**src/rtl/subtree_pkg.sv**
```systemverilog
// Shared definitions for the subtree fan-in logic.
//   N_CHILD_DEF / DATA_W_DEF : default child count and result width
//   child_idx_t              : source tag type for the default child count
//   rr_pick                  : round-robin selection over up to 16 requesters
package subtree_pkg;

    localparam int unsigned N_CHILD_DEF = 5;
    localparam int unsigned DATA_W_DEF  = 16;
    localparam int unsigned IDX_W_DEF   = $clog2(N_CHILD_DEF);
    localparam int unsigned MAX_CHILD   = 16;

    typedef logic [IDX_W_DEF-1:0] child_idx_t;

    typedef struct packed {
        logic       found;
        logic [3:0] idx;
    } rr_pick_t;

    // Rotate req so that bit ptr lands at position 0, take the lowest set bit,
    // then map that position back to the original requester index.
    function automatic rr_pick_t rr_pick(input logic [MAX_CHILD-1:0] req,
                                         input logic [3:0]           ptr,
                                         input int unsigned          n);
        logic [MAX_CHILD-1:0] rot;
        rr_pick_t             res;
        int unsigned          j;
        rot = '0;
        res = '0;
        for (int unsigned k = 0; k < MAX_CHILD; k++) begin
            if (k < n) begin
                j = ptr + k;
                if (j >= n) j = j - n;
                rot[k] = req[j];
            end
        end
        // Descending scan so the lowest rotated position wins.
        for (int k = MAX_CHILD - 1; k >= 0; k--) begin
            if (rot[k]) begin
                j = ptr + k;
                if (j >= n) j = j - n;
                res.found = 1'b1;
                res.idx   = 4'(j);
            end
        end
        return res;
    endfunction

endpackage

```
**src/rtl/subtree_result_collector_rr_arbiter.sv**
```systemverilog
// N-way round-robin arbiter with an internal priority pointer.
//   clk, rst   : clock, async active-high reset
//   req        : per-requester request
//   advance    : a grant was consumed; move pointer past the winner
//   grant      : one-hot grant (all zeros when no request)
//   grant_idx  : binary index of the winner
//   any_req    : at least one request is present
//   ptr        : current priority pointer
module rr_arbiter
    import subtree_pkg::*;
#(
    parameter  int unsigned N  = N_CHILD_DEF,
    localparam int unsigned IW = $clog2(N)
) (
    input  logic          clk,
    input  logic          rst,
    input  logic [N-1:0]  req,
    input  logic          advance,
    output logic [N-1:0]  grant,
    output logic [IW-1:0] grant_idx,
    output logic          any_req,
    output logic [IW-1:0] ptr
);

    rr_pick_t      pick;
    logic [IW-1:0] ptr_q;
    logic [IW-1:0] ptr_d;

    always_comb begin
        pick      = rr_pick(MAX_CHILD'(req), 4'(ptr_q), N);
        any_req   = pick.found;
        grant_idx = IW'(pick.idx);
        grant     = '0;
        if (pick.found) grant = N'(1) << grant_idx;
    end

    always_comb begin
        ptr_d = ptr_q;
        if (advance) begin
            ptr_d = (grant_idx == IW'(N - 1)) ? '0 : grant_idx + IW'(1);
        end
    end

    always_ff @(posedge clk or posedge rst) begin
        if (rst) ptr_q <= '0;
        else     ptr_q <= ptr_d;
    end

    assign ptr = ptr_q;

endmodule

```
**src/rtl/subtree_result_collector.sv**
```systemverilog
// Merges N_CHILD child result channels onto one upward channel.
//   clk, rst      : clock, async active-high reset
//   child_valid   : per-child result valid
//   child_data    : packed child results, child i at [i*DATA_W +: DATA_W]
//   child_ready   : per-child accept, at most one bit high
//   up_valid/ready/data/src : registered upward channel, src tags the child
//   clear         : synchronous clear of done tracking
//   done_mask     : sticky per-child "has reported" flags
//   all_done      : every child has reported since the last clear
module subtree_result_collector
    import subtree_pkg::*;
#(
    parameter  int unsigned N_CHILD = N_CHILD_DEF,
    parameter  int unsigned DATA_W  = DATA_W_DEF,
    localparam int unsigned IDX_W   = $clog2(N_CHILD)
) (
    input  logic                  clk,
    input  logic                  rst,
    input  logic [N_CHILD-1:0]    child_valid,
    input  logic [N_CHILD*DATA_W-1:0] child_data,
    output logic [N_CHILD-1:0]    child_ready,
    output logic                  up_valid,
    input  logic                  up_ready,
    output logic [DATA_W-1:0]     up_data,
    output logic [IDX_W-1:0]      up_src,
    input  logic                  clear,
    output logic [N_CHILD-1:0]    done_mask,
    output logic                  all_done
);

    logic               up_valid_q, up_valid_d;
    logic [DATA_W-1:0]  up_data_q, up_data_d;
    logic [IDX_W-1:0]   up_src_q, up_src_d;
    logic [N_CHILD-1:0] done_mask_q, done_mask_d;
    logic               all_done_q;

    logic               load;
    logic               hs;
    logic [N_CHILD-1:0] grant;
    logic [IDX_W-1:0]   grant_idx;
    logic               any_req;
    logic [IDX_W-1:0]   rr_ptr;

    // The output register frees up when empty or being drained this cycle.
    assign load = ~up_valid_q | up_ready;
    assign hs   = load & any_req;

    rr_arbiter #(
        .N (N_CHILD)
    ) u_arb (
        .clk       (clk),
        .rst       (rst),
        .req       (child_valid),
        .advance   (hs),
        .grant     (grant),
        .grant_idx (grant_idx),
        .any_req   (any_req),
        .ptr       (rr_ptr)
    );

    always_comb begin
        child_ready = hs ? grant : '0;
        up_valid_d  = up_valid_q;
        up_data_d   = up_data_q;
        up_src_d    = up_src_q;
        if (load) begin
            up_valid_d = any_req;
            if (any_req) begin
                up_data_d = child_data[grant_idx*DATA_W +: DATA_W];
                up_src_d  = grant_idx;
            end
        end
        // Clear first, then record the winner of this cycle.
        done_mask_d = clear ? '0 : done_mask_q;
        if (hs) done_mask_d = done_mask_d | grant;
    end

    always_ff @(posedge clk or posedge rst) begin
        if (rst) begin
            up_valid_q  <= 1'b0;
            up_data_q   <= '0;
            up_src_q    <= '0;
            done_mask_q <= '0;
            all_done_q  <= 1'b0;
        end else begin
            up_valid_q  <= up_valid_d;
            up_data_q   <= up_data_d;
            up_src_q    <= up_src_d;
            done_mask_q <= done_mask_d;
            all_done_q  <= &done_mask_d;
        end
    end

    assign up_valid  = up_valid_q;
    assign up_data   = up_data_q;
    assign up_src    = up_src_q;
    assign done_mask = done_mask_q;
    assign all_done  = all_done_q;

endmodule

```
**config.mk**
```make
export PLATFORM = sky130hd
export DESIGN_NAME = subtree_result_collector
export DESIGN_NICKNAME = d
export VERILOG_FILES = /design/src/rtl/subtree_pkg.sv /design/src/rtl/subtree_result_collector_rr_arbiter.sv /design/src/rtl/subtree_result_collector.sv
export SDC_FILE = /design/constraint.sdc
export NUM_CORES = 1
export LEC_CHECK = 0
export BUFFER_PORTS_ARGS = -buffer_cell sky130_fd_sc_hd__clkbuf_2
export CAP_MARGIN = 20
export CORE_MARGIN = 2
export CORE_UTILIZATION = 50
export CTS_CLUSTER_SIZE = 16
export DETAILED_ROUTE_END_ITERATION = 8
export GPL_ROUTABILITY_DRIVEN = 0
export MAX_ROUTING_LAYER = met4
export PLACE_DENSITY_LB_ADDON = 0.1
export SKIP_CTS_REPAIR_TIMING = 1
export SLEW_MARGIN = 25
export SYNTH_ARGS = -nofsm -noshare
export SYNTH_HDL_FRONTEND = slang
export SYNTH_SLANG_ARGS = --single-unit
export TNS_END_PERCENT = 1
```
**constraint.sdc**
```tcl
create_clock -name clk -period 6.23 [get_ports clk]
set_input_delay 0.3115 -clock clk [delete_from_list [all_inputs] [get_ports clk]]
set_output_delay 0.3115 -clock clk [all_outputs]
set_load 0.05 [all_outputs]
```
==> flow_metrics.tcl <==
set metrics [dict create \
    cts_htree_levels 2 \
    multiInputGateArea_sq_um 2140 \
    ys_types 73 \
    worst_slack_ns 0.858 \
    area_growth_pct 21.6 \
    hold_violations 0 \
    finalNetCount 545 \
    grt_pass1_vias 2759 \
    syn_avg_cell_area_sq_um 9.15 \
    routed_wl_mm 8.86 \
    slowest_delay_ns 0.58 \
    antenna_left 0 \
    tightest_slew_ns 0.850 \
    ys_top_cells_by_area "dfrtp_1 24%, mux2i_1 15%, ha_1 5.7%, o221ai_1 4.6%, a22oi_1 3.2%" \
    path_cells "buf_4 > inv_2 > ha_1 > inv_1 > fa_1 > a21oi_2 > mux4_2 > nor4_1 > a21oi_1 > a41o_1 > a211oi_4 > nand2_2 > nor2_1 > clkbuf_2" \
    register_area_sq_um 726 \
    wire_per_inst_microns 17.2 \
    path_class "flip-flop to output port" \
    pre_cts_slack_ns 1.19 \
    synth_flop_cell "dfrtp_1" \
    yosys_warnings 0 \
    finalWorstPathRequiredPeriod_ns 5.37 \
    cts_tree "yes" \
    synth-seq-cells 29 \
    cts_buffer_depth 2 \
    pin_count 120 \
    rsz0062_at_grt "no" \
    syn-cell-area_sq_um 3070 \
    synth_edf_count 0 \
    die_y_microns 82.3 \
    finalSetupTns_ns 0 \
    ys_async_sr_fraction_pct 100 \
    slowest_stage "mux4_2" \
    path_max_fanout 26 \
    die_area_sq_um 6780 \
    clkSinkCount 29 \
    cts-buffers-inserted 5 \
    maxSlewHeadroom_pct 43.4 \
    grt-ovfl-total 0 \
    viasPerCell 6.12 \
    timing.fmax_mhz 186 \
    timing.critical_path.required_ns 5.92 \
    crit_path_start_kind "flip-flop" \
    hpwl_mm 6.74 \
    clock_latency_ns 0.28 \
    grt_pass1_wl_mm 13.5 \
    worstSetupEndpointType "output port" \
    fill_cells 551 \
    synth_area_leader_cell "dfrtp_1" \
    port_buffers 119 \
    outcome "complete, no violations" \
    worst_r2r_path_depth 13 \
    grt_max_degree 37 \
    worst-path-buf-inv 4 \
    min_path_type "input pin to async pin" \
    yosysTopAreaCellShare_pct 23.7 \
    cp_top_family "compound AO/OA/AOI/OAI gates" \
    ys_seq_area_share_pct 23.7 \
    finalCritPeriodShare_pct 86.2 \
    clkTransAtPathRegs_ns 0.06 \
    vias 3157 \
    start_util_pct 51.8 \
    die_x_microns 82.3 \
    reg2reg_slack_ns 1.29 \
    grt.total_usage_pct 26.3 \
    cap_viol_max_count 0 \
    syn-num-nets 439 \
    drt-pass1-iter-count 5 \
    drive_above_1_share_pct 34.2 \
    r2r-end "all_done" \
    rows 28 \
    antenna_found_initial 0 \
    arrival_ns 5.06 \
    cts_root_buf "clkbuf_8" \
    synthCells 335 \
    core_area_sq_um 5920 \
    drv_slew 0 \
    num_antenna_cells 0 \
    drc_errors 0 \
    setup_viol 0 \
    finClkSkew_ns 0.00602 \
    r2r_start "u_arb.ptr[0]" \
    drtIter0Drc 291 \
]
-- cells in the mapped netlist, types with 4 or more instances --
master and n:
mux2i_1 45, dfrtp_1 29, a21oi_1 17, o221ai_1 16, nand2_1 15, ha_1 14, nor2_1 14, a22oi_1 13
a21o_1 12, buf_2 12, nor3_1 12, o21ai_0 10, inv_1 9, nand2b_1 9, a221oi_1 7, or3_1 6
nand3_1 5, a31oi_1 4, buf_4 4, nor2b_1 4, o211ai_1 4
-- area by class of cell --
class	count	share of cell area, %
inverters	12	1.34
flip-flops and latches	29	19.5
repair buffers	122	16.6
well taps	75	2.52
multi-input cells	271	57.3
clock inverters	2	0.940
clock buffers	5	1.85
-- worst max path at each step --
stage	startpoint	endpoint	cells past startpoint
after floorplan	u_arb.ptr[0]	all_done	19
after global placement	u_arb.ptr[0]	child_ready[0]	14
after detailed placement	u_arb.ptr[0]	child_ready[0]	14
after CTS	u_arb.ptr[0]	child_ready[0]	14
after global routing	u_arb.ptr[1]	child_ready[0]	14
final	u_arb.ptr[0]	child_ready[0]	14
-- through the flow --
stage / hold WS [ns] / std cells / area [sq um] / util, %
floorplan: 0.390 / 335 / 3070 / -
global placement: 0.476 / 509 / 3620 / 61.2
detailed placement: 0.396 / 509 / 3620 / 61.2
CTS: 0.0992 / 516 / 3730 / 63.0
global route: 0.143 / 516 / 3730 / 63.0
finish: 0.0794 / 516 / 3730 / 63.0
-- flip-flops by register name, indices dropped and copies added (netlist names) --
register / count
up_src: 3
all_done: 1
up_valid: 1
up_data: 16
done_mask: 5
u_arb.ptr: 3
-- cells by family after synthesis --
| kind of cell | synth area share (%) |
|---|---|
| simple gates | 15.3 |
| buf+inv | 6.65 |
| flops | 23.7 |
| xor+xnor | 0.857 |
| fa+ha+maj | 6.36 |
| compound gates | 30.7 |
| mux | 16.5 |
-- layout by cell type, fill, tap and decap left out, drive strengths merged, types with 2 or more instances in the layout --
cell type and count:
o211ai 4, a22o 2, o21a 3, buf 3
nor3 12, mux2i 45, o31ai 2, nand2 16
xnor2 3, a22oi 13, or4b 3, nand3 5
nor2 15, ha 14, clkinv 2, nand2b 9
a31oi 5, a221oi 8, or3 6, mux4 2
nor4 3, o311ai 2, o22ai 2, a41oi 2
nor2b 5, clkbuf 124, and2 4, a211o 2
dfrtp 29, o21ai 11, a211oi 3, o221ai 16
a21oi 20, a21o 12, nor3b 2, inv 11
-- per-layer routing --
layer / GRT usage [%] / up-vias / wire [microns]
met5: - / - / 0
li1: - / 1521 / -
met3: 3.59 / 7 / 547
met4: 5.50 / 0 / 53
met1: 36.8 / 1496 / 3950
met2: 41.0 / 133 / 4310
Power is left out: the tool's default activity adds up to more than one toggle a clock period on the data nets, which glitch-free logic cannot reach.
